File: src/rtl/itrx_aib_phy_bscan_mch_if.sv
// TAP-side and AIB-channel-side signal bundle for the multi-channel bscan controller.
// The TAP/bench drives through master; the controller uses slave. Flow is per-tck, no backpressure.
interface itrx_aib_phy_bscan_mch_if #(
  parameter int NUM_CH = 4,
  parameter int IR_WID = 7
);
  logic [IR_WID-1:0] ir_latched;
  logic              ir_update;
  logic              capture_dr;
  logic              shift_dr;
  logic              update_dr;
  logic              tdi;
  logic              chsel_tdo;
  logic              chsel_active;
  logic [NUM_CH-1:0] ch_mask;
  logic [NUM_CH-1:0] jtag_scan_en;
  logic [NUM_CH-1:0] jtag_rstn_en;
  logic [NUM_CH-1:0] jtag_rstn;
  logic [NUM_CH-1:0] jtag_mode;
  logic [NUM_CH-1:0] jtag_clksel;
  logic [NUM_CH-1:0] jtag_weakpu;
  logic [NUM_CH-1:0] jtag_weakpdn;
  logic [NUM_CH-1:0] jtag_intest;

  modport master (
    output ir_latched, ir_update, capture_dr, shift_dr, update_dr, tdi,
    input  chsel_tdo, chsel_active, ch_mask,
    input  jtag_scan_en, jtag_rstn_en, jtag_rstn, jtag_mode,
    input  jtag_clksel, jtag_weakpu, jtag_weakpdn, jtag_intest
  );

  modport slave (
    input  ir_latched, ir_update, capture_dr, shift_dr, update_dr, tdi,
    output chsel_tdo, chsel_active, ch_mask,
    output jtag_scan_en, jtag_rstn_en, jtag_rstn, jtag_mode,
    output jtag_clksel, jtag_weakpu, jtag_weakpdn, jtag_intest
  );
endinterface

File: src/rtl/itrx_aib_phy_bscan_mch.sv
// Multi-channel AIB private-instruction decoder with a JTAG-loadable channel-select mask.
// Outputs register on the tck edge sampling ir_update (1-cycle latency); no backpressure.
module itrx_aib_phy_bscan_mch #(
  parameter int         NUM_CH         = 4,
  parameter int         IR_WID         = 7,
  parameter logic [6:0] OPC_CHSEL      = 7'b100_1010,
  parameter logic [6:0] OPC_CLKSEL_CLR = 7'b001_1001
) (
  input logic                      tck,
  input logic                      reset_n,
  itrx_aib_phy_bscan_mch_if.slave  bus
);

  localparam logic [IR_WID-1:0] OP_SHIFT_EN     = IR_WID'(7'h0C);
  localparam logic [IR_WID-1:0] OP_SHIFT_DIS    = IR_WID'(7'h0D);
  localparam logic [IR_WID-1:0] OP_TRANSMIT_EN  = IR_WID'(7'h0E);
  localparam logic [IR_WID-1:0] OP_TRANSMIT_DIS = IR_WID'(7'h0F);
  localparam logic [IR_WID-1:0] OP_RESET_EN     = IR_WID'(7'h10);
  localparam logic [IR_WID-1:0] OP_RESET_DIS    = IR_WID'(7'h11);
  localparam logic [IR_WID-1:0] OP_WEAKPU_EN    = IR_WID'(7'h12);
  localparam logic [IR_WID-1:0] OP_WEAKPU_DIS   = IR_WID'(7'h13);
  localparam logic [IR_WID-1:0] OP_WEAKPDN_EN   = IR_WID'(7'h14);
  localparam logic [IR_WID-1:0] OP_WEAKPDN_DIS  = IR_WID'(7'h15);
  localparam logic [IR_WID-1:0] OP_INTEST_EN    = IR_WID'(7'h16);
  localparam logic [IR_WID-1:0] OP_INTEST_DIS   = IR_WID'(7'h17);
  localparam logic [IR_WID-1:0] OP_CLKSEL_SET   = IR_WID'(7'h18);
  localparam logic [IR_WID-1:0] OP_RST_OVRD_EN  = IR_WID'(7'h48);
  localparam logic [IR_WID-1:0] OP_RST_OVRD_DIS = IR_WID'(7'h49);
  localparam logic [IR_WID-1:0] OP_CLKSEL_CLR   = IR_WID'(OPC_CLKSEL_CLR);
  localparam logic [IR_WID-1:0] OP_CHSEL        = IR_WID'(OPC_CHSEL);

  logic [NUM_CH-1:0] shift_q,   shift_d;
  logic [NUM_CH-1:0] mask_q,    mask_d;
  logic [NUM_CH-1:0] scan_q,    scan_d;
  logic [NUM_CH-1:0] rstn_en_q, rstn_en_d;
  logic [NUM_CH-1:0] rstn_q,    rstn_d;
  logic [NUM_CH-1:0] mode_q,    mode_d;
  logic [NUM_CH-1:0] clksel_q,  clksel_d;
  logic [NUM_CH-1:0] weakpu_q,  weakpu_d;
  logic [NUM_CH-1:0] weakpdn_q, weakpdn_d;
  logic [NUM_CH-1:0] intest_q,  intest_d;
  logic              chsel_sel;

  assign chsel_sel = (bus.ir_latched == OP_CHSEL);

  always_comb begin
    shift_d   = shift_q;
    mask_d    = mask_q;
    scan_d    = scan_q;
    rstn_en_d = rstn_en_q;
    rstn_d    = rstn_q;
    mode_d    = mode_q;
    clksel_d  = clksel_q;
    weakpu_d  = weakpu_q;
    weakpdn_d = weakpdn_q;
    intest_d  = intest_q;

    if (chsel_sel) begin
      if (bus.capture_dr) begin
        shift_d = mask_q;
      end else if (bus.shift_dr) begin
        shift_d = (shift_q >> 1) | (NUM_CH'(bus.tdi) << (NUM_CH - 1));
      end
      if (bus.update_dr) begin
        mask_d = shift_q;
      end
    end

    // mask_q (not mask_d) so a same-edge mask update never affects this instruction
    if (bus.ir_update) begin
      case (bus.ir_latched)
        OP_SHIFT_EN:     scan_d    = scan_q    |  mask_q;
        OP_SHIFT_DIS:    scan_d    = scan_q    & ~mask_q;
        OP_TRANSMIT_EN:  mode_d    = mode_q    |  mask_q;
        OP_TRANSMIT_DIS: mode_d    = mode_q    & ~mask_q;
        OP_RESET_EN:     rstn_d    = rstn_q    & ~mask_q;
        OP_RESET_DIS:    rstn_d    = rstn_q    |  mask_q;
        OP_WEAKPU_EN:    weakpu_d  = weakpu_q  |  mask_q;
        OP_WEAKPU_DIS:   weakpu_d  = weakpu_q  & ~mask_q;
        OP_WEAKPDN_EN:   weakpdn_d = weakpdn_q |  mask_q;
        OP_WEAKPDN_DIS:  weakpdn_d = weakpdn_q & ~mask_q;
        OP_INTEST_EN:    intest_d  = intest_q  |  mask_q;
        OP_INTEST_DIS:   intest_d  = intest_q  & ~mask_q;
        OP_CLKSEL_SET:   clksel_d  = clksel_q  |  mask_q;
        OP_CLKSEL_CLR:   clksel_d  = clksel_q  & ~mask_q;
        OP_RST_OVRD_EN:  rstn_en_d = rstn_en_q |  mask_q;
        OP_RST_OVRD_DIS: rstn_en_d = rstn_en_q & ~mask_q;
        default: ;
      endcase
    end
  end

  always_ff @(posedge tck or negedge reset_n) begin
    if (!reset_n) begin
      shift_q   <= '0;
      mask_q    <= '1;
      scan_q    <= '0;
      rstn_en_q <= '0;
      rstn_q    <= '1;
      mode_q    <= '0;
      clksel_q  <= '0;
      weakpu_q  <= '0;
      weakpdn_q <= '0;
      intest_q  <= '0;
    end else begin
      shift_q   <= shift_d;
      mask_q    <= mask_d;
      scan_q    <= scan_d;
      rstn_en_q <= rstn_en_d;
      rstn_q    <= rstn_d;
      mode_q    <= mode_d;
      clksel_q  <= clksel_d;
      weakpu_q  <= weakpu_d;
      weakpdn_q <= weakpdn_d;
      intest_q  <= intest_d;
    end
  end

  assign bus.chsel_tdo    = shift_q[0];
  assign bus.chsel_active = chsel_sel;
  assign bus.ch_mask      = mask_q;
  assign bus.jtag_scan_en = scan_q;
  assign bus.jtag_rstn_en = rstn_en_q;
  assign bus.jtag_rstn    = rstn_q;
  assign bus.jtag_mode    = mode_q;
  assign bus.jtag_clksel  = clksel_q;
  assign bus.jtag_weakpu  = weakpu_q;
  assign bus.jtag_weakpdn = weakpdn_q;
  assign bus.jtag_intest  = intest_q;

endmodule

File: src/flat_wrapper.sv
// flat-port wrapper written by rule: the top's interface ports become plain ports
module itrx_aib_phy_bscan_mch_flat 
#(
  parameter int         NUM_CH         = 4,
  parameter int         IR_WID         = 7,
  parameter logic [6:0] OPC_CHSEL      = 7'b100_1010,
  parameter logic [6:0] OPC_CLKSEL_CLR = 7'b001_1001
)
  (tck, reset_n, bus_ir_latched, bus_ir_update, bus_capture_dr, bus_shift_dr, bus_update_dr, bus_tdi, bus_chsel_tdo, bus_chsel_active, bus_ch_mask, bus_jtag_scan_en, bus_jtag_rstn_en, bus_jtag_rstn, bus_jtag_mode, bus_jtag_clksel, bus_jtag_weakpu, bus_jtag_weakpdn, bus_jtag_intest);
  itrx_aib_phy_bscan_mch_if #(.NUM_CH(NUM_CH), .IR_WID(IR_WID)) bus_i ();
  input logic tck;
  input logic reset_n;
  input wire logic [$bits(bus_i.ir_latched)-1:0] bus_ir_latched;
  input wire logic [$bits(bus_i.ir_update)-1:0] bus_ir_update;
  input wire logic [$bits(bus_i.capture_dr)-1:0] bus_capture_dr;
  input wire logic [$bits(bus_i.shift_dr)-1:0] bus_shift_dr;
  input wire logic [$bits(bus_i.update_dr)-1:0] bus_update_dr;
  input wire logic [$bits(bus_i.tdi)-1:0] bus_tdi;
  output wire logic [$bits(bus_i.chsel_tdo)-1:0] bus_chsel_tdo;
  output wire logic [$bits(bus_i.chsel_active)-1:0] bus_chsel_active;
  output wire logic [$bits(bus_i.ch_mask)-1:0] bus_ch_mask;
  output wire logic [$bits(bus_i.jtag_scan_en)-1:0] bus_jtag_scan_en;
  output wire logic [$bits(bus_i.jtag_rstn_en)-1:0] bus_jtag_rstn_en;
  output wire logic [$bits(bus_i.jtag_rstn)-1:0] bus_jtag_rstn;
  output wire logic [$bits(bus_i.jtag_mode)-1:0] bus_jtag_mode;
  output wire logic [$bits(bus_i.jtag_clksel)-1:0] bus_jtag_clksel;
  output wire logic [$bits(bus_i.jtag_weakpu)-1:0] bus_jtag_weakpu;
  output wire logic [$bits(bus_i.jtag_weakpdn)-1:0] bus_jtag_weakpdn;
  output wire logic [$bits(bus_i.jtag_intest)-1:0] bus_jtag_intest;
  assign bus_i.ir_latched = bus_ir_latched;
  assign bus_i.ir_update = bus_ir_update;
  assign bus_i.capture_dr = bus_capture_dr;
  assign bus_i.shift_dr = bus_shift_dr;
  assign bus_i.update_dr = bus_update_dr;
  assign bus_i.tdi = bus_tdi;
  assign bus_chsel_tdo = bus_i.chsel_tdo;
  assign bus_chsel_active = bus_i.chsel_active;
  assign bus_ch_mask = bus_i.ch_mask;
  assign bus_jtag_scan_en = bus_i.jtag_scan_en;
  assign bus_jtag_rstn_en = bus_i.jtag_rstn_en;
  assign bus_jtag_rstn = bus_i.jtag_rstn;
  assign bus_jtag_mode = bus_i.jtag_mode;
  assign bus_jtag_clksel = bus_i.jtag_clksel;
  assign bus_jtag_weakpu = bus_i.jtag_weakpu;
  assign bus_jtag_weakpdn = bus_i.jtag_weakpdn;
  assign bus_jtag_intest = bus_i.jtag_intest;
  itrx_aib_phy_bscan_mch #(.NUM_CH(NUM_CH), .IR_WID(IR_WID), .OPC_CHSEL(OPC_CHSEL), .OPC_CLKSEL_CLR(OPC_CLKSEL_CLR)) u_core (.tck(tck), .reset_n(reset_n), .bus(bus_i));
endmodule
File: config.mk
export PLATFORM = sky130hd
export DESIGN_NAME = itrx_aib_phy_bscan_mch_flat
export DESIGN_NICKNAME = d
export VERILOG_FILES = /design/src/rtl/itrx_aib_phy_bscan_mch_if.sv /design/src/rtl/itrx_aib_phy_bscan_mch.sv /design/src/flat_wrapper.sv
export SDC_FILE = /design/constraint.sdc
export NUM_CORES = 1
export LEC_CHECK = 0
export ABC_CLOCK_PERIOD_IN_PS = 1600
export CAP_MARGIN = 30
export CORE_ASPECT_RATIO = 1.5
export CORE_UTILIZATION = 45
export CTS_CLUSTER_DIAMETER = 50
export DETAILED_ROUTE_END_ITERATION = 8
export HOLD_SLACK_MARGIN = 0.12
export PLACE_DENSITY_LB_ADDON = 0.1
export SYNTH_ARGS = -nofsm -noshare
export SYNTH_HDL_FRONTEND = slang
export SYNTH_SLANG_ARGS = --single-unit
File: constraint.sdc
create_clock -name tck -period 1.6 [get_ports tck]
set_input_delay 0.32 -clock tck [delete_from_list [all_inputs] [get_ports tck]]
set_output_delay 0.32 -clock tck [all_outputs]
set_load 0.02 [all_outputs]
# Yosys cells after proc, flatten, opt, wreduce, memory -nomap -nowiden

Cells that the tools add are included.

Reduce and logical (&&, ||, !) cells: 19
Bitwise gates (word level): 18
Equal/unequal tests: 17
Multiplexer cells: 10

Operators with widths:

| operator             | number |
|---|---|
| $eq A7 B5 Y1 const B | 10 |
| $pmux W4 S2          | 8 |
| $and A4 B4 Y4        | 8 |
| $or A4 B4 Y4         | 8 |
| $eq A7 B4 Y1 const B | 4 |
| $eq A7 B7 Y1 const B | 3 |
| $reduce_and A2 Y1    | 10 |
| $reduce_bool A2 Y1   | 9 |
| $mux W4              | 2 |
| $not A4 Y4           | 1 |
| $or A3 B4 Y4         | 1 |

Word-level logic and storage cells: 74
Input port bits: 14
Output and inout bits: 38
Flip-flop bits (word level): 40

# Depth between registers and ports, before layout

Gate-level depths: netlist (run 1).

Word-level depth: 3
Gate-level depth with buffers: 5
Gate-level depth less buffers: 3

# Least setup slack after synthesis (run 1)

OpenSTA, ideal clock, no wires.

Path type: input to register
Start point: in bus_ir_latched[5]
End point: reg with a tool-made name
Arrival time: 1.322 ns
Setup slack: 0.144 ns
Buffers on the path: 2
Cell stages on the path: 5
Required time: 1.466 ns
Setup time: 0.134 ns
Cells stage by stage: or4b_1 clkbuf_2 buf_6 o21ai_0 o31ai_1

RTL lines:

| item               | RTL line           | text |
|---|---|---|
| start: declaration | flat_wrapper.sv:13 | `input wire logic [$bits(bus_i.ir_latched)-1:0] bus_ir_latched;` |

==> results of run 1 <==
how the worst max path moves through the flow:
| stage | startpoint | end | slack (ps) |
|---|---|---|---|
| 6_report | flip-flop | bus_jtag_intest[3] | 30 |
| 4_1_cts | bus_ir_latched[1] | bus_chsel_active | -30 |
| 3_3_place_gp | bus_ir_latched[1] | bus_chsel_active | -510 |
| 2_1_floorplan | bus_ir_latched[5] | flip-flop | 140 |
| 5_1_grt | flip-flop | bus_jtag_intest[3] | -0.5 |
| 3_5_place_dp | bus_ir_latched[1] | bus_chsel_active | -520 |
Yosys cell counts:
| cell | instances |
|---|---|
| buf_2 | 1 |
| buf_6 | 1 |
| or3b_2 | 1 |
| and2_1 | 1 |
| nand4_1 | 13 |
| o31ai_1 | 8 |
| clkbuf_2 | 1 |
| nand2b_1 | 1 |
| nor2_1 | 1 |
| o21ai_0 | 8 |
| nand3_1 | 12 |
| nor2b_1 | 2 |
| mux2_2 | 36 |
| dfrtp_1 | 32 |
| dfstp_2 | 8 |
| clkbuf_1 | 11 |
| nor3b_1 | 1 |
| and4bb_2 | 1 |
| nand2_1 | 1 |
| and3_1 | 1 |
| or4b_1 | 1 |
| buf_1 | 1 |
| nand4b_1 | 8 |
| o2111a_1 | 1 |
| and3b_1 | 3 |
| nor4b_2 | 2 |
layout make-up:
cell class / count / share of cell area [%]
tap: 45 / 1.97
sequential: 40 / 35.4
timing repair buffer: 74 / 26.7
multi-input combinational: 102 / 32.8
clock buffer: 8 / 3.15
cell usage in the layout (no fill, tap or decap), drive strengths merged:
master         synthesis  layout
nor2                   1       1
clkbuf                12       8
and2                   1       1
nor4b                  2       2
dlygate4sd3            0       1
nor2b                  2       2
nand3                 12      12
dfrtp                 32      32
and3                   1       1
dfstp                  8       8
and4bb                 1       1
dlymetal6s2s           0      21
mux2                  36      36
buf                    3      24
clkdlybuf4s50          0      17
o2111a                 1       1
o31ai                  8       8
or3b                   1       1
nand4b                 8       8
dlygate4sd2            0      11
nand2                  1       1
o21ai                  8       8
nand4                 13      13
nor3b                  1       1
nand2b                 1       1
or4b                   1       1
and3b                  3       3
power by group:
| part | switching [mW] | internal, mW | leakage [nW] |
|---|---|---|---|
| combinational | 0.0942 | 0.0821 | 1.03 |
| sequential | 0.00171 | 1.01 | 0.529 |
| clock | 0.332 | 0.352 | 0.0455 |
cell families after synthesis:
logic type / after synthesis / synth area share (%)
multiplexers: 36 / 20.9
AND/OR/NAND/NOR: 49 / 17.8
flip-flops: 40 / 52.1
buffers and inverters: 15 / 3.42
AO/OA/AOI/OAI: 17 / 5.74
metal layers:
metal | routed length [microns] | GRT usage (%) | vias up
met1 | 1880 | 24.1 | 767
met4 | 74 | 8.00 | 0
li1 | - | - | 727
met2 | 2400 | 37.6 | 49
met5 | 0 | 0 | -
met3 | 214 | 3.74 | 7
timing repair:
item / in CTS / in global routing
hold endpoints to repair: 18 / 0
gates cloned: 1 / 0
hold buffers: 1 / 0
setup endpoints to repair: 34 / 43
pin swaps: 1 / 1
gates resized for setup: 33 / 40
buffers inserted: 0 / 0
per-stage QoR:
step                TNS (ps)  cells
finish                     0    269
global route          -0.516    269
CTS                    -66.8    269
detailed placement    -13110    259
global placement      -12360    259
floorplan                  0    157
worst reg2reg max path, cell delays in order, from the launching register on:
cell and delay, ps:
dfstp_2 530, buf_4 180, nand4_1 200, o21ai_4 180, o31ai_2 80
==> run metrics, run 1 <==
IO Count 52; WHS Path Cells 2; final setup fails 0; Mean Syn Cell Area 12.4 sq um; post-synth cell types 26; cts bufs inserted 5; power density over the cells 656 nW/um^2; Critical path buffers and inverters 1; P&R area growth vs syn 47.4%; via/cell ratio 5.76; crit-path leading delay family buffers and inverters; All-Layer GR Usage 20.6%; CTS tree yes; warning count from the yosys run 0; Post-DP Area 2610 sq um; initial drt markers 30; fill count 304; CP Launch Type flip-flop; Placer Congestion 0.848; Reg clk slew, reported paths 70 ps; setup slack, reg-to-reg 330 ps; Yosys top cell by area dfrtp_1; final hold vios 0; Sink Count 40; fmax 635 MHz; drt total wl 4570 microns; Crit. End Element output port; Post-Syn Area 1940 sq um; H-tree depth 2; multi-input logic area 938 sq um; stages on the worst setup path 1; Register Area 1010 sq um; Relative slew margins 65.5%; hpwl dp 3260 microns; worst skew pair latency 290 ps; drt drc 0; die height 82.4 microns; initial core utilization 48.1%; R2R cell count 4; Port Buffers 51; die footprint 4580 sq um; vias in the first global route 1,497; Finished Cell Area 2860 sq um; Worst R2R Start u_core.bus.ch_mask[0]$_DFFE_PN1P_; Worst-Margin Slew 518 ps; Die X 55.6 microns; max-capacitance violation count 0; Yosys top cell area share 41.3%; Synth Register Bits 40; CP max FO 2; worst hold margin 487 ps; drt wl/cell 17.0 microns; Cell Rows 28; worst hold path class reg -> reg; synthesized net count 171; nets@finish 237; initial antenna violation count 0; crit path kind reg -> out; Final Max Slew Viols 0; layout cells sized above 1 41.1%; CP max stage delay 600 ps; largest net degree at the start of global routing 22; CTS Buffer Depth 2; final core area utilization 71.0%; Max rail drop VDD 0.661 mV; Tcrit/Tclk final 98.4%; Ant. Diodes 0; status finished, final reports clean; Leak 1.61 nW; Synth area leaders dfrtp_1, mux2_2, dfstp_2, nand4_1, nand4b_1; first-pass GRT wire length 7220 microns; Final ANT Viol Nets 0; global route overflow 0; worst path cell trace clkdlybuf4s50_1; Critical Path RT 1280 ps; DRT Pass-1 Iters 4; clock root cell clkbuf_8; Layout Skew 4.09 ps; setup ws final 25.4 ps; Post-Synthesis Cells 157; post-synthesis sequential area ratio 52.1%; CP max stage cell clkdlybuf4s50_1; post-layout min period 1570 ps; via count 1,550; pre-CTS setup slack -516 ps; critical path arrival 1250 ps; Power, Total 1.88 mW; Core Area 4030 sq um
(Power assumes the default switching activity.)
==> run 2, diff against run 1 <==
--- a/config.mk
+++ b/config.mk
@@ -5,13 +5,14 @@
 export SDC_FILE = /design/constraint.sdc
 export NUM_CORES = 1
 export LEC_CHECK = 0
+export ABC_AREA = 1
 export ABC_CLOCK_PERIOD_IN_PS = 1600
 export CAP_MARGIN = 30
 export CORE_ASPECT_RATIO = 1.5
-export CORE_UTILIZATION = 45
+export CORE_UTILIZATION = 44
 export CTS_CLUSTER_DIAMETER = 50
 export DETAILED_ROUTE_END_ITERATION = 8
-export HOLD_SLACK_MARGIN = 0.12
+export HOLD_SLACK_MARGIN = 0.03
 export PLACE_DENSITY_LB_ADDON = 0.1
 export SYNTH_ARGS = -nofsm -noshare
 export SYNTH_HDL_FRONTEND = slang
==> run metrics, run 2 <==
Register Area 1010 sq um (unchanged); via/cell ratio 5.05 (was 5.76); die height 84.5 microns (was 82.4 microns); Yosys top cell by area dfrtp_1 (unchanged); NetSw 0.459 mW (was 0.428 mW); nets@finish 345 (was 237); failing checks DRC; CTS Buffer Depth 2 (unchanged); post-synth cell types 20 (was 26); H-tree depth 2 (unchanged); CP max stage cell clkdlybuf4s50_1 (unchanged); worst hold path class reg -> reg (unchanged); WHS Path Cells 2 (unchanged); Tcrit/Tclk final 98.9% (was 98.4%); max-capacitance violation count 0 (unchanged); FFs w/ async S/R, synth 100% (unchanged); die footprint 4820 sq um (was 4580 sq um); final hold vios 0 (unchanged); Reg clk slew, reported paths 70 ps (about the same); Top FF cell, synth dfrtp_1 (unchanged); initial antenna violation count 0 (unchanged); Core Area 4280 sq um (was 4030 sq um); leading cell type in the layout, fill and taps excluded nand2_1 (was mux2_2); Crit. End Element output port (unchanged); DRT Pass-1 Iters 6 (was 4); Power, Total 1.91 mW (was 1.88 mW); R2R cell count 5 (was 4); synthesized net count 266 (was 171); Placer Congestion 0.783 (was 0.848); Synth Register Bits 40 (unchanged); power density over the cells 658 nW/um^2 (was 656 nW/um^2); fmax 632 MHz (was 635 MHz); first-pass GRT wire length 8090 microns (was 7220 microns); fill count 368 (was 304); Worst R2R Start u_core.bus.ch_mask[3]$_DFFE_PN1P_ (was u_core.bus.ch_mask[0]$_DFFE_PN1P_); layout cells sized above 1 19.6% (was 41.1%); Final ANT Viol Nets 0 (unchanged); crit path kind in -> out (was reg -> out); CTS tree yes (unchanged); Yosys top cell area share 40.1% (was 41.3%); P&R area growth vs syn 45.1% (was 47.4%); Mean Syn Cell Area 7.92 sq um (was 12.4 sq um); warning count from the yosys run 0 (unchanged); hpwl dp 3630 microns (was 3260 microns); RSZ-0062 raised after global routing true; reg2reg end u_core.shift_q[3]$_DFFE_PN0P_; status complete, but fails checks (was finished, final reports clean); Clock power frac 35.9% (was 36.4%); most frequent cell after synthesis nand2_1 (was mux2_2); drt wl/cell 13.0 microns (was 17.0 microns); largest net degree at the start of global routing 22 (unchanged); Post-Synthesis Cells 252 (was 157); Die X 57.0 microns (was 55.6 microns); final core area utilization 67.7% (was 71.0%); Port Buffers 51 (unchanged); Leak 1.62 nW (was 1.61 nW); Pint 1.45 mW (about the same); Post-Syn Area 2000 sq um (was 1940 sq um); EDFF count, synth 0 (unchanged); via count 1,909 (was 1,550); post-layout min period 1580 ps (was 1570 ps); worst skew pair latency 290 ps (about the same); crit-path leading delay family buffers and inverters (unchanged); CP max stage delay 430 ps (was 600 ps); Flop pwr share 53.9% (was 54.2%); Setup TNS Final 0 ps (unchanged); most frequent cells in the layout nand2_1, nand3_1, o21ai_0, dfrtp_1 (was mux2_2, dfrtp_1, dlymetal6s2s_1, clkdlybuf4s50_1, buf_4); Sink Count 40 (unchanged); IO Count 52 (unchanged); Critical Path RT 1280 ps (about the same); initial core utilization 46.6% (was 48.1%); final setup fails 0 (unchanged); CP max FO 2 (unchanged); initial drt markers 76 (was 30); Comb pwr share 10.3% (was 9.4%); Sw Share 24.0% (was 22.8%); commonest cells in the netlist nand2_1, nand3_1, dfrtp_1, o21ai_0, inv_1 (was mux2_2, dfrtp_1, nand4_1); Relative slew margins 67.9% (was 65.5%); critical path arrival 1260 ps (was 1250 ps); drt drc 10 (was 0); Ant. Diodes 0 (unchanged); multi-input logic area 881 sq um (was 938 sq um); global route overflow 0 (unchanged); Max rail drop VDD 0.461 mV (was 0.661 mV); clock root cell clkbuf_8 (unchanged); Worst-Margin Slew 482 ps (was 518 ps); Critical path buffers and inverters 3 (was 1); worst path cell trace clkdlybuf4s50_1 > inv_1 > nand2_2 > nor3_2 > buf_4 (was clkdlybuf4s50_1); Final Max Slew Viols 0 (unchanged); vias in the first global route 1,771 (was 1,497); Cell Rows 29 (was 28); post-synthesis sequential area ratio 50.6% (was 52.1%); drt total wl 4910 microns (was 4570 microns); CP Launch Type primary input (was flip-flop); cts bufs inserted 5 (unchanged); Synth area leaders dfrtp_1, nand2_1, dfstp_2, nand3_1, o21ai_0 (was dfrtp_1, mux2_2, dfstp_2, nand4_1, nand4b_1); All-Layer GR Usage 21.8% (was 20.6%); setup slack, reg-to-reg 350 ps (was 330 ps); Layout Skew 4.25 ps (was 4.09 ps)
[run 2: timing repair]
action	CTS	global route
pin swaps	0	2
hold buffers	1	0
buffers inserted	0	3
hold endpoints to repair	17	0
setup endpoints to repair	10	22
gates resized for setup	17	19
[run 2: worst max-delay path by stage]
stage,startpoint,cells past startpoint,slack [ps],to
5_1_grt,bus_ir_latched[2],5,-40,bus_chsel_active
4_1_cts,bus_ir_latched[6],4,-40,bus_chsel_active
2_1_floorplan,bus_ir_latched[5],3,240,bus_chsel_active
6_report,bus_ir_latched[2],5,20,bus_chsel_active
3_5_place_dp,bus_ir_latched[6],4,-630,bus_chsel_active
3_3_place_gp,bus_ir_latched[6],4,-620,bus_chsel_active
[run 2: stage by stage]
| stage | hold slack, ps | area, sq um | setup WS [ps] | std cells |
|---|---|---|---|---|
| 2_1_floorplan | 24.4 | 2000 | 242 | 252 |
| 3_3_place_gp | 305 | 2720 | -618 | 366 |
| 3_5_place_dp | 306 | 2720 | -625 | 366 |
| 4_1_cts | 475 | 2820 | -38.3 | 375 |
| 5_1_grt | 500 | 2900 | -41.0 | 378 |
| 6_report | 470 | 2900 | 18.2 | 378 |
[run 2: cell families after synthesis]
logic type	after synthesis	share of synthesized area, %
buf+inv	38	7.14
simple gates	142	34.2
compound gates	32	8.02
flops	40	50.6
[run 2: power groups by stage]
stage          sequential [mW]  combinational [mW]  clock (mW)
2_1_floorplan             1.05              0.0661           0
3_3_place_gp              1.05               0.184           0
5_1_grt                   1.03               0.216       0.744
6_report                  1.03               0.196       0.684
4_1_cts                   1.03               0.189       0.704
3_5_place_dp              1.05               0.186           0
[run 2: layout make-up]
| class | instances | share of cell area, % |
|---|---|---|
| clock inverter | 2 | 0.345 |
| tap | 46 | 1.99 |
| timing repair buffer | 77 | 25.3 |
| multi-input combinational | 174 | 30.4 |
| sequential | 40 | 34.9 |
| clock buffer | 6 | 2.85 |
| inverter | 33 | 4.27 |
[run 2: tightest hold or removal path, stage by stage, from the launching register on]
cell and delay [ps]:
dfrtp_1 340, nand2_1 50, nand2_1 50
[run 2: metal layers]
metal / vias up / routed length (microns) / GRT usage, %
li1: 971 / - / -
met1: 881 / 2080 / 27.1
met2: 51 / 2520 / 37.4
met3: 6 / 238 / 2.77
met4: 0 / 75 / 9.76
met5: - / 0 / 0
==> run 3, diff against run 2 <==
--- a/config.mk
+++ b/config.mk
@@ -17,3 +17,4 @@
 export SYNTH_ARGS = -nofsm -noshare
 export SYNTH_HDL_FRONTEND = slang
 export SYNTH_SLANG_ARGS = --single-unit
+export TNS_END_PERCENT = 20
==> run metrics, run 3 (synthesized netlist as in run 2, its figures left out) <==
status complete, but fails checks (unchanged); failing checks DRC (unchanged); RSZ-0062 raised after global routing true (unchanged); Power, Total 1.91 mW (about the same); Ant. Diodes 0 (unchanged); vias in the first global route 1,773 (was 1,771); DRT Pass-1 Iters 6 (unchanged); Placer Congestion 0.783 (unchanged); Worst-Margin Slew 485 ps (was 482 ps); CTS tree yes (unchanged); first-pass GRT wire length 8090 microns (unchanged); Die X 57.0 microns (unchanged); worst skew pair latency 290 ps (about the same); Worst Setup EP bus_chsel_active (unchanged); via count 1,912 (was 1,909); Worst Setup SP bus_ir_latched[2] (unchanged); drt wl/cell 13.0 microns (about the same); fill count 366 (was 368); power density over the cells 659 nW/um^2 (was 658 nW/um^2); Critical Path RT 1280 ps (about the same); All-Layer GR Usage 21.8% (unchanged); reg2reg end u_core.shift_q[3]$_DFFE_PN0P_ (unchanged); fmax 631 MHz (was 632 MHz); worst hold path class reg -> reg (unchanged); max-capacitance violation count 0 (unchanged); final core area utilization 67.7% (unchanged); crit path kind in -> out (unchanged); Sink Count 40 (unchanged); nets@finish 345 (unchanged); worst hold margin 470 ps (about the same); post-layout min period 1580 ps (about the same); leading cell type in the layout, fill and taps excluded nand2_1 (unchanged); setup ws final 15.4 ps (was 18.2 ps); CP max stage delay 430 ps (about the same); Worst R2R Start u_core.bus.ch_mask[3]$_DFFE_PN1P_ (unchanged); drt total wl 4920 microns (was 4910 microns); layout cells sized above 1 19.6% (unchanged); final hold vios 0 (unchanged); initial drt markers 78 (was 76); R2R cell count 5 (unchanged); via/cell ratio 5.06 (was 5.05); Port Buffers 51 (unchanged); Layout Skew 3.33 ps (was 4.25 ps); Final ANT Viol Nets 0 (unchanged); CP max stage cell clkdlybuf4s50_1 (unchanged); Tcrit/Tclk final 99.0% (was 98.9%); P&R area growth vs syn 45.1% (unchanged); Crit. End Element output port (unchanged); final setup fails 0 (unchanged); worst path cell trace clkdlybuf4s50_1 > inv_1 > nand2_2 > nor3_2 > buf_4 (unchanged); Reg clk slew, reported paths 70 ps (about the same); Setup TNS Final 0 ps (unchanged); setup slack, reg-to-reg 350 ps (about the same); die footprint 4820 sq um (unchanged); Leak 1.61 nW (was 1.62 nW); CP max FO 2 (unchanged); Register Area 1010 sq um (unchanged); Cell Rows 29 (unchanged); most frequent cells in the layout nand2_1, nand3_1, o21ai_0, dfrtp_1, inv_1 (was nand2_1, nand3_1, o21ai_0, dfrtp_1); CP Launch Type primary input (unchanged); multi-input logic area 881 sq um (unchanged); critical path arrival 1260 ps (about the same); die height 84.5 microns (unchanged); drt drc 10 (unchanged); Max rail drop VDD 0.463 mV (was 0.461 mV); Relative slew margins 67.6% (was 67.9%); Core Area 4280 sq um (unchanged); CTS Buffer Depth 2 (unchanged); cts bufs inserted 5 (unchanged); Final Max Slew Viols 0 (unchanged); largest net degree at the start of global routing 22 (unchanged); IO Count 52 (unchanged); global route overflow 0 (unchanged); initial core utilization 46.6% (unchanged); H-tree depth 2 (unchanged); hpwl dp 3630 microns (unchanged); clock root cell clkbuf_8 (unchanged); initial antenna violation count 0 (unchanged); pre-CTS setup slack -625 ps (unchanged)
-- run 3: cell counts in the layout (fill, tap and decap cells not counted) --
Identical to the previous run, type by type.
-- run 3: how the worst min path moves through the flow --
stage	from	depth (start not counted)	slack, ps	to
after floorplan	reset_n	0	20	asynchronous set/reset pin
after global placement	reset_n	1	310	u_core.shift_q[1]$_DFFE_PN0P_
after detailed placement	reset_n	1	310	u_core.shift_q[2]$_DFFE_PN0P_
after CTS	flip-flop	2	470	flip-flop
after global routing	flip-flop	2	500	flip-flop
final	flip-flop	2	470	flip-flop
-- run 3: report_power, final --
part           internal, mW  switching, mW  leakage (nW)
combinational        0.0839          0.111          1.05
sequential             1.02        0.00658         0.507
clock                 0.344          0.344        0.0510
total                  1.45          0.462          1.61
-- run 3: what timing repair did --
action	4_1_cts	5_1_grt
endpoints found under the setup margin	10	22
buffers inserted	0	3
resized for setup	16	19
hold endpoints to repair	17	0
pin swaps	0	2
hold buffers	1	0
-- run 3: critical path, delay by kind of cell --
family / cells / cell delay [ps]
buf+inv: 3 / 680
simple gates: 2 / 260
-- run 3: area by class of cell --
cell class | instances | share of cell area [%]
Clock inverter | 2 | 0.345
Inverter | 33 | 4.27
Multi-Input combinational cell | 174 | 30.4
Clock buffer | 6 | 2.85
Sequential cell | 40 | 34.9
Tap cell | 46 | 1.99
Timing Repair Buffer | 77 | 25.3
-- run 3: per-layer routing --
| metal | track usage [%] | vias to the layer above | wire length (microns) |
|---|---|---|---|
| met2 | 37.4 | 50 | 2510 |
| met3 | 2.77 | 7 | 207 |
| met5 | 0 | - | 0 |
| li1 | - | 969 | - |
| met4 | 9.76 | 0 | 83 |
| met1 | 27.1 | 886 | 2120 |
-- run 3: through the flow --
stage               cell area, sq um  cells
floorplan                       2000    252
global placement                2720    366
detailed placement              2720    366
CTS                             2820    375
global route                    2900    378
finish                          2900    378
